### src/rtl/pit_program_sequencer.sv
// -----------------------------------------------------------------------------
// pit_program_sequencer
//
// Programs a mode-3 8253-style timer on behalf of three requesters, one per
// timer channel. Requests are arbitrated round-robin. For each grant the block
// writes three bytes on the timer's byte-write bus: the control word, then the
// divisor LSB, then the divisor MSB. The gate of the channel being programmed
// is held low for the whole write sequence, so the timer never runs on a
// half-written divisor.
//
// Ports
//   clk       in   system clock, shared with the timer's write-detect logic
//   reset     in   synchronous, active-high reset
//   req[2:0]  in   level-sensitive program request, bit i -> channel i
//   div0..2   in   16-bit divisors, sampled at grant
//   run[2:0]  in   requested gate level per channel
//   ack[2:0]  out  one-cycle completion pulse for the programmed channel
//   busy      out  high while a write sequence is in progress
//   pit_adr   out  timer register address (3 = control word register)
//   pit_din   out  timer write data
//   pit_wr    out  timer write strobe, high for exactly one cycle per byte
//   pit_gate  out  timer gate inputs
//
// All outputs are registered. They are decoded from the next state so that
// each output changes in the same cycle the FSM enters the matching state.
// -----------------------------------------------------------------------------
module pit_program_sequencer #(
    parameter logic [2:0]  CW_MODE      = 3'b011,
    parameter int unsigned WR_LO_CYCLES = 1
) (
    input  logic        clk,
    input  logic        reset,
    input  logic [2:0]  req,
    input  logic [15:0] div0,
    input  logic [15:0] div1,
    input  logic [15:0] div2,
    input  logic [2:0]  run,
    output logic [2:0]  ack,
    output logic        busy,
    output logic [1:0]  pit_adr,
    output logic [7:0]  pit_din,
    output logic        pit_wr,
    output logic [2:0]  pit_gate
);

    typedef enum logic [2:0] {
        IDLE   = 3'd0,
        CW_HI  = 3'd1,
        CW_LO  = 3'd2,
        LSB_HI = 3'd3,
        LSB_LO = 3'd4,
        MSB_HI = 3'd5,
        MSB_LO = 3'd6,
        DONE   = 3'd7
    } state_t;

    // Last count value of a LO state; the LO state lasts WR_LO_CYCLES cycles.
    localparam logic [3:0] LO_LAST = 4'(WR_LO_CYCLES - 1);

    state_t      state_q, state_d;
    logic [3:0]  cnt_q, cnt_d;
    logic [1:0]  ch_q, ch_d;
    logic [15:0] dv_q, dv_d;
    logic [1:0]  rr_q, rr_d;

    logic [2:0]  ack_q, ack_d;
    logic        busy_q, busy_d;
    logic [1:0]  adr_q, adr_d;
    logic [7:0]  din_q, din_d;
    logic        wr_q, wr_d;
    logic [2:0]  gate_q, gate_d;

    logic [1:0]  grant_s;
    logic [15:0] div_sel_s;

    // Round-robin pick: search upward from the channel after the last one served.
    function automatic logic [1:0] rr_pick(input logic [1:0] last, input logic [2:0] r);
        logic [1:0] first;
        logic [1:0] second;
        logic [1:0] third;
        case (last)
            2'd0: begin first = 2'd1; second = 2'd2; third = 2'd0; end
            2'd1: begin first = 2'd2; second = 2'd0; third = 2'd1; end
            default: begin first = 2'd0; second = 2'd1; third = 2'd2; end
        endcase
        if (r[first]) begin
            rr_pick = first;
        end else if (r[second]) begin
            rr_pick = second;
        end else begin
            rr_pick = third;
        end
    endfunction

    // Mode 3 needs a divisor of at least 2; smaller values are forced to 2.
    function automatic logic [15:0] clamp_div(input logic [15:0] d);
        if (d < 16'd2) begin
            clamp_div = 16'd2;
        end else begin
            clamp_div = d;
        end
    endfunction

    // Grant candidate and its divisor.
    always_comb begin
        grant_s = rr_pick(rr_q, req);
        case (grant_s)
            2'd0:    div_sel_s = div0;
            2'd1:    div_sel_s = div1;
            default: div_sel_s = div2;
        endcase
    end

    // Next-state logic: arbitration, sequencing and LO-phase timing.
    always_comb begin
        state_d = state_q;
        cnt_d   = cnt_q;
        ch_d    = ch_q;
        dv_d    = dv_q;
        rr_d    = rr_q;
        case (state_q)
            IDLE: begin
                if (req != 3'b000) begin
                    ch_d    = grant_s;
                    dv_d    = clamp_div(div_sel_s);
                    state_d = CW_HI;
                end else begin
                    state_d = IDLE;
                end
            end
            CW_HI: begin
                cnt_d   = 4'd0;
                state_d = CW_LO;
            end
            CW_LO: begin
                if (cnt_q == LO_LAST) begin
                    state_d = LSB_HI;
                end else begin
                    cnt_d = cnt_q + 4'd1;
                end
            end
            LSB_HI: begin
                cnt_d   = 4'd0;
                state_d = LSB_LO;
            end
            LSB_LO: begin
                if (cnt_q == LO_LAST) begin
                    state_d = MSB_HI;
                end else begin
                    cnt_d = cnt_q + 4'd1;
                end
            end
            MSB_HI: begin
                cnt_d   = 4'd0;
                state_d = MSB_LO;
            end
            MSB_LO: begin
                if (cnt_q == LO_LAST) begin
                    state_d = DONE;
                end else begin
                    cnt_d = cnt_q + 4'd1;
                end
            end
            DONE: begin
                rr_d    = ch_q;
                state_d = IDLE;
            end
            default: begin
                state_d = IDLE;
            end
        endcase
    end

    // Output decode from the next state; LO and IDLE states hold address/data.
    always_comb begin
        wr_d   = 1'b0;
        adr_d  = adr_q;
        din_d  = din_q;
        ack_d  = 3'b000;
        busy_d = (state_d != IDLE);
        gate_d = run;
        case (state_d)
            CW_HI: begin
                adr_d        = 2'b11;
                din_d        = {ch_d, 2'b11, CW_MODE, 1'b0};
                wr_d         = 1'b1;
                gate_d[ch_d] = 1'b0;
            end
            LSB_HI: begin
                adr_d        = ch_d;
                din_d        = dv_d[7:0];
                wr_d         = 1'b1;
                gate_d[ch_d] = 1'b0;
            end
            MSB_HI: begin
                adr_d        = ch_d;
                din_d        = dv_d[15:8];
                wr_d         = 1'b1;
                gate_d[ch_d] = 1'b0;
            end
            CW_LO, LSB_LO, MSB_LO: begin
                gate_d[ch_d] = 1'b0;
            end
            DONE: begin
                adr_d       = 2'b11;
                din_d       = 8'h00;
                ack_d[ch_d] = 1'b1;
            end
            IDLE: begin
                busy_d = 1'b0;
            end
            default: begin
                busy_d = 1'b0;
            end
        endcase
    end

    // State and output registers with synchronous reset.
    always_ff @(posedge clk) begin
        if (reset) begin
            state_q <= IDLE;
            cnt_q   <= 4'd0;
            ch_q    <= 2'd0;
            dv_q    <= 16'h0000;
            rr_q    <= 2'd2;
            ack_q   <= 3'b000;
            busy_q  <= 1'b0;
            adr_q   <= 2'b11;
            din_q   <= 8'h00;
            wr_q    <= 1'b0;
            gate_q  <= 3'b000;
        end else begin
            state_q <= state_d;
            cnt_q   <= cnt_d;
            ch_q    <= ch_d;
            dv_q    <= dv_d;
            rr_q    <= rr_d;
            ack_q   <= ack_d;
            busy_q  <= busy_d;
            adr_q   <= adr_d;
            din_q   <= din_d;
            wr_q    <= wr_d;
            gate_q  <= gate_d;
        end
    end

    assign ack      = ack_q;
    assign busy     = busy_q;
    assign pit_adr  = adr_q;
    assign pit_din  = din_q;
    assign pit_wr   = wr_q;
    assign pit_gate = gate_q;

endmodule

### config.mk
export PLATFORM = sky130hd
export DESIGN_NAME = pit_program_sequencer
export DESIGN_NICKNAME = d
export VERILOG_FILES = /design/src/rtl/pit_program_sequencer.sv
export SDC_FILE = /design/constraint.sdc
export NUM_CORES = 1
export LEC_CHECK = 0
export ABC_AREA = 1
export CORE_ASPECT_RATIO = 2
export CORE_MARGIN = 5
export CORE_UTILIZATION = 50
export CTS_CLUSTER_DIAMETER = 50
export DETAILED_ROUTE_END_ITERATION = 10
export GPL_TIMING_DRIVEN = 0
export PLACE_DENSITY = 0.92
export SKIP_CTS_REPAIR_TIMING = 1
export SYNTH_ARGS = -nofsm -noshare
export SYNTH_HDL_FRONTEND = slang
export SYNTH_SLANG_ARGS = --single-unit
### constraint.sdc
create_clock -name clk -period 5.1 [get_ports clk]
set_input_delay 1.53 -clock clk [delete_from_list [all_inputs] [get_ports clk]]
set_output_delay 1.53 -clock clk [all_outputs]
set_load 0.02 [all_outputs]
==> key figures <==
Outcome
  – Status: finished clean

Place
  – Port-buffer cells: 73
  – Placed Cells: 490
  – DP HPWL: 5500 um
  – RD Place Congestion: 0.821

Finish
  – Final nets: 500
  – Non-filler cells, final: 497
  – Area Overhead vs Synth: 37.2%
  – Most frequent cells in the layout: nand2_1 (91), clkdlybuf4s50_1 (73), nor2_1 (55)
  – # diodes: 0
  – Layout cells sized above 1: 5.66%
  – Commonest non-fill, non-tap cell in the layout: nand2_1

Worst setup path
  – Type of the worst setup path: primary input to register
  – CP Data Arrival Time: 3700 ps
  – Slowest-stage cell, CP: clkdlybuf4s50_1
  – Critical Path Source Type: primary input
  – Crit path depth: 19
  – CP Data Required Time: 5300 ps
  – Reg-to-reg startpoint: rr_q[0]
  – Critical Path End Type: register
  – Reg-to-reg slack, setup: 2900 ps
  – Crit path max-delay family: simple AND/OR/NAND/NOR gates
  – CP Buf/Inv Count: 4
  – Max incr delay on CP: 530 ps
  – RR Endpoint: pit_din[0]
  – Crit-path cells: clkdlybuf4s50_1 -> nand3_1 -> nand3_2 -> nor2_2 -> nor2_4 -> inv_2 -> buf_6 -> nand2_1 -> nand3_1 -> nor2_1 -> nand2_1 -> nor2_1 -> nand2_1 -> nand2_1 -> nand2_1 -> nand2_1 -> nand3_1 -> nand2_1 -> inv_1
  – CP most frequent cell: nand2_1
  – Setup crit end: pit_din[0]
  – Crit Path Max Fanout: 10
  – Cells on worst reg2reg path: 19
  – CP startpoint: req[2]

Global routing
  – GR Overflow Total: 0
  – Largest net degree at the start of global routing: 13
  – Vias in the first global route: 2618
  – Initial antenna violation count: 0
  – Global-route wire length before repair: 11200 um
  – GRT Total Usage: 22.3%

Power and ir drop
  – Static Leak: 1.51 nW
  – PD cells: 340 nW/um2
  – Maximum VDD drop: 0.397 mV
  – Int Pwr: 0.703 mW
  – Switching Power: 0.408 mW
  – Sw Share: 36.7%
  – Reg power frac: 40.1%
  – Logic gate share of total power: 40.5%
  – Clock Power Share: 19.4%

Route
  – Met2 wire length: 3680 um
  – DRC errors left: 0
  – Metal3 WL: 429 um
  – Met1 Wirelength: 2460 um
  – 1st-pass router iterations: 4
  – Routed vias/inst: 5.14
  – Starting DRT DRC Count: 86
  – Vias: 2556
  – Antenna Nets Post-Route: 0
  – Routed length per instance: 13.7 um
  – WL final: 6820 um
  – Top sig layer: met4

STA
  – Slew headroom: 49.6%
  – Max Slew Vio Count: 0
  – Min Tclk post-route: 3500 ps
  – # setup viols final: 0
  – Hold Slack: 479 ps
  – RSZ-0062 raised after global routing: no
  – Final Cycle Share: 68.6%
  – Sum Neg Setup Slack: 0 ps
  – Slew @ Worst Pin: 750 ps
  – Achievable frequency: 286 MHz
  – Final Skew: 3.77 ps
  – Final hold viol count: 0

Yosys
  – Mapped cell area: 2380 um2
  – Synth unique cells: 32
  – Post-synthesis mux area share: 1.68%
  – Largest family of logic cells by synthesized area: simple AND/OR/NAND/NOR gates
  – Ys Warns: 0
  – Synth Register Bits: 45
  – Ys flop type: dfxtp_1
  – Post-synth EDFFs: 0
  – Complex-gate fraction of the synthesized area: 11.4%
  – Async set-reset flop share out of synthesis: 0%
  – Seq/Total Area, Yosys: 37.9%
  – Syn_nets: 420
  – Post-Synth Adder-Cell Area: 1.05%
  – Gate Count Post-Synth: 362
  – Post-Synth Simple-Gate Area: 36.2%
  – Synth Area in XOR/XNOR: 0%
  – Syn_area_per_cell: 6.57 um2

Clock network
  – Htree depth: 2
  – Clock latency on the worst-skew pair: 290 ps
  – Clock Sinks: 45
  – Root Driver: clkbuf_8
  – CTS tree: done
  – Clock Pin Slew Worst Setup and Hold Paths: 70 ps
  – Cts bufs inserted: 5
  – Bufs on Longest Clock Path: 2

Floorplanning
  – Core Box Area: 4600 um2
  – Rows: 35
  – Die area: 6320 um2
  – Starting density of the core: 51.7%
  – # IOs: 74
  – Die width: 58.8 um
  – Die Y: 108 um

Worst hold path
  – Hold Crit Class: register to register

Flow run
  – Max-cap violations: 0
-- kinds of logic after synthesis --
group | Yosys count
buffers and inverters | 67
AOI/OAI and AO/OA | 47
muxes | 4
and+or+nand+nor | 197
DFF | 45
adders and majority gates | 2
-- cells in the mapped netlist (all sizes together), types with 4 or more instances --
cell type	n	area share [%]
or2	7	1.8
nand3	22	5.6
nor2	58	9.7
nand4	9	2.4
buf	6	2.1
inv	56	8.8
nand2	93	15
nor3	6	1.3
o21ai	17	3.6
a21oi	15	3.2
mux2i	4	1.7
clkbuf	5	0.79
dfxtp	45	38
-- tightest hold or removal path, stage by stage (launching register included) --
cell	delay, ps
dfxtp_1	300
nand2_1	70
a21oi_1	60
-- layer usage --
layer  vias to the layer above  GRT usage (%)
met4                         0           10.4
met3                        22           4.80
met1                      1145           21.9
met5                         -              0
li1                       1301              -
met2                        88           42.1
-- stage by stage --
step           power [mW]  util, %  worst slack [ps]  cell area [um2]
2_1_floorplan       0.724        -              2150             2380
3_3_place_gp        0.883     69.1              1300             3180
3_5_place_dp        0.899     69.1              1270             3180
4_1_cts              1.11     71.0              1580             3260
5_1_grt              1.19     71.0              1340             3260
6_report             1.11     71.0              1600             3260
-- sequential cells by signal (all words and copies together) (netlist names), 3 cells and up --
| name | count |
|---|---|
| state_q | 3 |
| cnt_q | 4 |
| dv_q | 16 |
| ack | 3 |
| pit_gate | 3 |
| pit_din | 8 |
-- worst min path at each step --
stage,startpoint,end,cells after the start
final,dv_q[8],dv_q[8],2
after CTS,dv_q[9],dv_q[9],2
after global placement,dv_q[9],dv_q[9],2
after global routing,dv_q[8],dv_q[8],2
after detailed placement,dv_q[9],dv_q[9],2
after floorplan,ch_q[1],rr_q[1],2
-- power by group through the flow --
| stage | registers (mW) | logic (mW) | clock network [mW] |
|---|---|---|---|
| 2_1_floorplan | 0.478 | 0.246 | 0 |
| 3_3_place_gp | 0.448 | 0.435 | 0 |
| 3_5_place_dp | 0.451 | 0.447 | 0 |
| 4_1_cts | 0.444 | 0.452 | 0.218 |
| 5_1_grt | 0.452 | 0.505 | 0.238 |
| 6_report | 0.446 | 0.450 | 0.215 |
-- final cells by class --
cell class / count / area (um2)
clock buffer: 7 / 86.3
fill: 363 / 1330
buffer: 11 / 68.8
inverter: 56 / 210
timing repair buffer: 73 / 731
multi-input combinational: 250 / 1200
tap: 55 / 68.8
sequential: 45 / 901
Power figures use the tool's default switching activity.
